**src/rtl/fetch_stage_if.sv**
```systemverilog
`default_nettype none
// +----------------------------------------------------------------------+
// | Module      : fetch_stage_if                                         |
// | Description : Instruction-memory, redirect and decode handshakes of  |
// |               the fetch stage (perf taps with FETCH_PERF_EN).        |
// | Revision    : 1.0                                                    |
// +----------------------------------------------------------------------+
interface fetch_stage_if #(
    parameter int AW = 32
) ();
    logic          imem_req;
    logic [AW-1:0] imem_addr;
    logic          imem_ack;
    logic [31:0]   imem_rdata;
    logic          branch_taken;
    logic [AW-1:0] branch_target;
    logic          id_ready;
    logic          instr_valid;
    logic [31:0]   instr;
    logic [AW-1:0] instr_pc;
    logic [5:0]    op;
    logic [4:0]    rs;
    logic [4:0]    rt;
    logic [4:0]    rd;
    logic [15:0]   imm;
`ifdef FETCH_PERF_EN
    logic [31:0]   perf_fetched;
    logic [31:0]   perf_squashed;
`endif

    modport master (
        output imem_req, imem_addr,
        input  imem_ack, imem_rdata,
        input  branch_taken, branch_target,
        input  id_ready,
        output instr_valid, instr, instr_pc, op, rs, rt, rd, imm
`ifdef FETCH_PERF_EN
        , output perf_fetched, perf_squashed
`endif
    );

    modport slave (
        input  imem_req, imem_addr,
        output imem_ack, imem_rdata,
        output branch_taken, branch_target,
        output id_ready,
        input  instr_valid, instr, instr_pc, op, rs, rt, rd, imm
`ifdef FETCH_PERF_EN
        , input perf_fetched, perf_squashed
`endif
    );
endinterface
`default_nettype wire

```
**src/rtl/fetch_stage.sv**
```systemverilog
`default_nettype none
// +----------------------------------------------------------------------+
// | Module      : fetch_stage                                            |
// | Description : PC holder issuing one outstanding imem request, with   |
// |               redirect squash; FETCH_PERF_EN adds perf counters.     |
// | Revision    : 1.0                                                    |
// +----------------------------------------------------------------------+
module fetch_stage #(
    parameter int            AW       = 32,
    parameter logic [AW-1:0] RESET_PC = '0
) (
    input  wire logic         clk,
    input  wire logic         rst_n,
    fetch_stage_if.master     bus
);
    typedef enum logic [1:0] {
        ST_IDLE  = 2'd0,
        ST_FETCH = 2'd1,
        ST_FULL  = 2'd2
    } state_t;

    state_t        state_q, state_d;
    logic [AW-1:0] pc_q, pc_d;
    logic [AW-1:0] addr_q, addr_d;
    logic          req_q, req_d;
    logic          valid_q, valid_d;
    logic          squash_q, squash_d;
    logic [31:0]   instr_q, instr_d;
    logic [AW-1:0] instr_pc_q, instr_pc_d;
    logic [AW-1:0] w_target;
    logic          w_deliver;
    logic          w_discard;

    assign w_target = bus.branch_target & ~AW'(3);

    always_comb begin
        state_d    = state_q;
        pc_d       = pc_q;
        addr_d     = addr_q;
        req_d      = req_q;
        valid_d    = valid_q;
        squash_d   = squash_q;
        instr_d    = instr_q;
        instr_pc_d = instr_pc_q;
        w_deliver  = 1'b0;
        w_discard  = 1'b0;
        case (state_q)
            ST_IDLE: begin
                state_d = ST_FETCH;
                req_d   = 1'b1;
                if (bus.branch_taken) begin
                    pc_d   = w_target;
                    addr_d = w_target;
                end else begin
                    addr_d = pc_q;
                end
            end
            ST_FETCH: begin
                if (bus.imem_ack) begin
                    if (bus.branch_taken) begin
                        w_discard = 1'b1;
                        squash_d  = 1'b0;
                        pc_d      = w_target;
                        addr_d    = w_target;
                    end else if (squash_q) begin
                        // Wrong-path word: drop it and chase the redirected pc.
                        w_discard = 1'b1;
                        squash_d  = 1'b0;
                        addr_d    = pc_q;
                    end else begin
                        instr_d    = bus.imem_rdata;
                        instr_pc_d = addr_q;
                        pc_d       = addr_q + AW'(4);
                        valid_d    = 1'b1;
                        req_d      = 1'b0;
                        state_d    = ST_FULL;
                    end
                end else if (bus.branch_taken) begin
                    // The memory still owes us this ack, so keep the request alive.
                    squash_d = 1'b1;
                    pc_d     = w_target;
                end
            end
            ST_FULL: begin
                if (bus.branch_taken) begin
                    w_discard = 1'b1;
                    valid_d   = 1'b0;
                    pc_d      = w_target;
                    addr_d    = w_target;
                    req_d     = 1'b1;
                    state_d   = ST_FETCH;
                end else if (bus.id_ready) begin
                    w_deliver = 1'b1;
                    valid_d   = 1'b0;
                    addr_d    = pc_q;
                    req_d     = 1'b1;
                    state_d   = ST_FETCH;
                end
            end
            default: begin
                state_d  = ST_IDLE;
                req_d    = 1'b0;
                valid_d  = 1'b0;
                squash_d = 1'b0;
            end
        endcase
    end

    always_ff @(posedge clk or negedge rst_n) begin
        if (!rst_n) begin
            state_q    <= ST_IDLE;
            pc_q       <= RESET_PC;
            addr_q     <= RESET_PC;
            req_q      <= 1'b0;
            valid_q    <= 1'b0;
            squash_q   <= 1'b0;
            instr_q    <= '0;
            instr_pc_q <= '0;
        end else begin
            state_q    <= state_d;
            pc_q       <= pc_d;
            addr_q     <= addr_d;
            req_q      <= req_d;
            valid_q    <= valid_d;
            squash_q   <= squash_d;
            instr_q    <= instr_d;
            instr_pc_q <= instr_pc_d;
        end
    end

`ifdef FETCH_PERF_EN
    logic [31:0] perf_fetched_q, perf_fetched_d;
    logic [31:0] perf_squashed_q, perf_squashed_d;

    always_comb begin
        perf_fetched_d  = perf_fetched_q + 32'(w_deliver);
        perf_squashed_d = perf_squashed_q + 32'(w_discard);
    end

    always_ff @(posedge clk or negedge rst_n) begin
        if (!rst_n) begin
            perf_fetched_q  <= '0;
            perf_squashed_q <= '0;
        end else begin
            perf_fetched_q  <= perf_fetched_d;
            perf_squashed_q <= perf_squashed_d;
        end
    end

    assign bus.perf_fetched  = perf_fetched_q;
    assign bus.perf_squashed = perf_squashed_q;
`endif

    assign bus.imem_req    = req_q;
    assign bus.imem_addr   = addr_q;
    assign bus.instr_valid = valid_q;
    assign bus.instr       = instr_q;
    assign bus.instr_pc    = instr_pc_q;
    assign bus.op          = instr_q[31:26];
    assign bus.rs          = instr_q[25:21];
    assign bus.rt          = instr_q[20:16];
    assign bus.rd          = instr_q[15:11];
    assign bus.imm         = instr_q[15:0];
endmodule
`default_nettype wire

```
**src/flat_wrapper.sv**
```systemverilog
// flat-port wrapper written by rule: the top's interface ports become plain ports
module fetch_stage_flat 
#(
    parameter int            AW       = 32,
    parameter logic [AW-1:0] RESET_PC = '0
)
  (clk, rst_n, bus_imem_req, bus_imem_addr, bus_imem_ack, bus_imem_rdata, bus_branch_taken, bus_branch_target, bus_id_ready, bus_instr_valid, bus_instr, bus_instr_pc, bus_op, bus_rs, bus_rt, bus_rd, bus_imm);
  fetch_stage_if #(.AW(AW)) bus_i ();
  input  wire logic clk;
  input  wire logic rst_n;
  output wire logic [$bits(bus_i.imem_req)-1:0] bus_imem_req;
  output wire logic [$bits(bus_i.imem_addr)-1:0] bus_imem_addr;
  input wire logic [$bits(bus_i.imem_ack)-1:0] bus_imem_ack;
  input wire logic [$bits(bus_i.imem_rdata)-1:0] bus_imem_rdata;
  input wire logic [$bits(bus_i.branch_taken)-1:0] bus_branch_taken;
  input wire logic [$bits(bus_i.branch_target)-1:0] bus_branch_target;
  input wire logic [$bits(bus_i.id_ready)-1:0] bus_id_ready;
  output wire logic [$bits(bus_i.instr_valid)-1:0] bus_instr_valid;
  output wire logic [$bits(bus_i.instr)-1:0] bus_instr;
  output wire logic [$bits(bus_i.instr_pc)-1:0] bus_instr_pc;
  output wire logic [$bits(bus_i.op)-1:0] bus_op;
  output wire logic [$bits(bus_i.rs)-1:0] bus_rs;
  output wire logic [$bits(bus_i.rt)-1:0] bus_rt;
  output wire logic [$bits(bus_i.rd)-1:0] bus_rd;
  output wire logic [$bits(bus_i.imm)-1:0] bus_imm;
  assign bus_imem_req = bus_i.imem_req;
  assign bus_imem_addr = bus_i.imem_addr;
  assign bus_i.imem_ack = bus_imem_ack;
  assign bus_i.imem_rdata = bus_imem_rdata;
  assign bus_i.branch_taken = bus_branch_taken;
  assign bus_i.branch_target = bus_branch_target;
  assign bus_i.id_ready = bus_id_ready;
  assign bus_instr_valid = bus_i.instr_valid;
  assign bus_instr = bus_i.instr;
  assign bus_instr_pc = bus_i.instr_pc;
  assign bus_op = bus_i.op;
  assign bus_rs = bus_i.rs;
  assign bus_rt = bus_i.rt;
  assign bus_rd = bus_i.rd;
  assign bus_imm = bus_i.imm;
  fetch_stage #(.AW(AW), .RESET_PC(RESET_PC)) u_core (.clk(clk), .rst_n(rst_n), .bus(bus_i));
endmodule
```
**config.mk**
```make
export PLATFORM = sky130hd
export DESIGN_NAME = fetch_stage_flat
export DESIGN_NICKNAME = d
export VERILOG_FILES = /design/src/rtl/fetch_stage_if.sv /design/src/rtl/fetch_stage.sv /design/src/flat_wrapper.sv
export SDC_FILE = /design/constraint.sdc
export NUM_CORES = 1
export LEC_CHECK = 0
export CORE_MARGIN = 8
export CORE_UTILIZATION = 38
export CTS_CLUSTER_SIZE = 28
export DETAILED_ROUTE_END_ITERATION = 8
export DONT_BUFFER_PORTS = 1
export SYNTH_ARGS = -nofsm -noshare
export SYNTH_HDL_FRONTEND = slang
export SYNTH_SLANG_ARGS = --single-unit
```
**constraint.sdc**
```tcl
create_clock -name clk -period 2.01 [get_ports clk]
set_input_delay 0.402 -clock clk [delete_from_list [all_inputs] [get_ports clk]]
set_output_delay 0.402 -clock clk [all_outputs]
set_load 0.05 [all_outputs]
```
==> flow_summary.ini <==
[placed_design]
dp_hpwl_mm = 12.8
gp_congestion = 0.801
port_buffers = 0
dp.cells = 909

[final_layout]
finalNonFillerCells = 939
nNetsFinal = 778
num-fill-cells = 1569
final_common_cell = nand2_1
antennaDiodeCount = 0
layout_common_cells = nand2_1 (206), dfrtp_1 (131), buf_4 (71)
area_delta_synth_final_pct = 15.6
fin_util_pct = 44.7
drive_above_1_share_pct = 17.1

[critical_path]
critPathCaptureType = register
path_class = reg -> reg
reg2reg_depth = 6
timing.rr.start = u_core.bus.imem_addr[2]
crit_path_start_kind = register
crit_fanout = 7
r2r-end = u_core.pc_q[24]
cp.required_ps = 2350
r2r_setup_slack_ps = 220
arrival_ps = 2130

[grt]
grt_pass1_vias = 5134
grt_overflow = 0
track_usage_pct = 17.1
antenna_found_initial = 0
grt_max_degree = 134
grt_pass1_wl_mm = 28.6

[power_and_ir_drop]
p_total_mw = 14.3
p_int_mw = 6.94
combPwrFrac_pct = 40.9
switching_share_pct = 51.5
clockPowerShare_pct = 20.7
p_leak_nw = 3.44
ir_drop_v = 0.000986
cellPowerDensity_nw_per_um2 = 1940
switching_power_mw = 7.37
seqPwrFrac_pct = 38.4

[job]
cap_violations = 0

[cts]
ctsRootBufferMaster = clkbuf_16
numCtsBuffers = 17
clock-sinks = 133
cts.clk_slew.worst_paths_ps = 60
clockBufferDepth = 2
insertion_delay_ps = 410
cts_tree = yes
h-tree-depth = 4
postCtsSetupBuffers = 0

[outcome]
violations = negative hold slack
status = complete, but fails checks

[synth]
avgSynthCellArea_um2 = 9.25
seq_area_frac_synth_pct = 52.1
synth_fp_nets = 761
yosys.cell_types.count = 46
ys_warn_count = 0
synth_cells = 691
syn_area_um2 = 6390
yosys_register_bits = 133

[route]
antenna_left = 0
m1WireLength_mm = 7.29
dr.max_layer_used = met4
num_vias = 4913
viasPerCell = 5.23
wl_per_cell_um = 19.2
route.met3.wl_mm = 1.72
wl_mm = 18.1
wl_met2_mm = 8.75
first_iter_violations = 195
drc = 0
drt_pass1_iterations = 4

[timing]
fin_skew_ps = 6.54
rsz0062_at_grt = no
finalCritPeriodShare_pct = 89.1
hold_viol_final = 133
holdWs_ps = -319
fin_crit_ps = 1790
timing.fmax_mhz = 559
totalNegativeSetupSlack_ps = 0
slew_viol_final = 0
worst_pin_slew_ps = 757
relSlewSlack_pct = 49.2
setup_viol = 0

[floorplan]
core.rowCount = 47
chipWidth_um = 146
die_area_um2 = 21200
core_um2 = 16500
die_y_um = 146
initial_core_util_pct = 38.7
io_pins = 204

[hold_path]
min_path_type = in -> async
-- per-layer routing --
metal  vias to the layer above  track usage (%)
met3                        17             6.53
met5                         -                0
met2                       192             28.5
li1                       2317                -
met4                         0             7.29
met1                      2387             19.3
-- cells in the mapped netlist (all sizes together) --
| master | instances | area share [%] |
|---|---|---|
| or2 | 1 | 0.098 |
| nand3 | 16 | 1.3 |
| and4 | 4 | 0.55 |
| a21boi | 3 | 0.35 |
| clkinv | 1 | 0.059 |
| mux2i | 30 | 4.7 |
| buf | 65 | 6.8 |
| nor2 | 41 | 2.4 |
| xnor2 | 7 | 0.96 |
| nor3 | 4 | 0.57 |
| inv | 3 | 0.18 |
| and3 | 8 | 0.80 |
| a31oi | 1 | 0.098 |
| ha | 1 | 0.20 |
| a22oi | 8 | 0.94 |
| nand4 | 9 | 1.1 |
| xor2 | 19 | 2.6 |
| a311oi | 2 | 0.27 |
| o22ai | 26 | 2.5 |
| o21a | 3 | 0.35 |
| o21ai | 22 | 1.8 |
| a21oi | 54 | 4.3 |
| nor4 | 2 | 0.53 |
| clkbuf | 14 | 1.3 |
| o221ai | 1 | 0.14 |
| and3b | 2 | 0.27 |
| dfrtp | 133 | 52 |
| nor2b | 1 | 0.098 |
| a32oi | 2 | 0.27 |
| and2 | 2 | 0.22 |
| nand2 | 206 | 12 |
-- layout make-up --
| cell class | instances | area, um2 | area share (%) |
|---|---|---|---|
| clock buffer | 22 | 484 | 6.55 |
| tap | 220 | 275 | 3.73 |
| clock inverter | 8 | 76.3 | 1.03 |
| timing repair buffer | 77 | 653 | 8.84 |
| multi-input combinational | 475 | 2550 | 34.6 |
| inverter | 4 | 15.0 | 0.203 |
| sequential | 133 | 3330 | 45.1 |
-- worst max-delay path: stages (launching register included) --
cell and delay (ps):
dfrtp_2 350, ha_1 200, and4_1 270, and3b_1 420, nand3_1 140, xor2_1 160, a21oi_1 170
-- sequential cells by signal, summed over array words and instances (netlist names) --
register,cells
u_core.bus.imem_addr,32
u_core.bus.instr_pc,32
u_core.bus.imem_req,1
u_core.state_q,2
u_core.bus.instr_valid,1
u_core.squash_q,1
u_core.bus.instr,32
u_core.pc_q,32
-- what timing repair did --
item / 4_1_cts / 5_1_grt
setup endpoints to repair: 0 / 0
resized for setup: 0 / 0
endpoints found under the hold margin: 133 / 133
-- how the worst max path moves through the flow --
stage	startpoint	to	slack, ps	depth (start not counted)
2_1_floorplan	u_core.bus.imem_addr[11]	u_core.pc_q[27]	30	6
3_3_place_gp	u_core.bus.imem_addr[2]	u_core.pc_q[18]	220	6
3_5_place_dp	u_core.bus.imem_addr[2]	u_core.pc_q[22]	180	6
4_1_cts	u_core.bus.imem_addr[3]	u_core.pc_q[22]	160	6
5_1_grt	u_core.bus.imem_addr[3]	u_core.pc_q[30]	80	6
6_report	u_core.bus.imem_addr[2]	u_core.pc_q[24]	220	6
-- power groups by stage --
stage                     clock network [mW]  registers [mW]  logic, mW
final                                   2.96            5.50       5.86
after floorplan                            0            7.19       3.05
after CTS                               3.03            5.51       5.92
after global placement                     0            5.50       5.80
after detailed placement                   0            5.55       5.91
after global routing                    3.13            5.63       6.26
-- cell families after synthesis --
group / synth area share (%)
and+or+nand+nor: 20.1
DFF: 52.1
AOI/OAI and AO/OA: 11.0
buffers and inverters: 8.32
muxes: 4.70
xor gates and xnor gates: 3.56
adders and majority gates: 0.196
-- through the flow --
step	instance area, um2	hold slack [ps]	setup slack, ps
2_1_floorplan	6390	106	32.9
3_3_place_gp	6830	110	218
3_5_place_dp	6830	111	177
4_1_cts	7390	-340	161
5_1_grt	7390	-346	77.3
6_report	7390	-319	220
(Power assumes the default switching activity.)
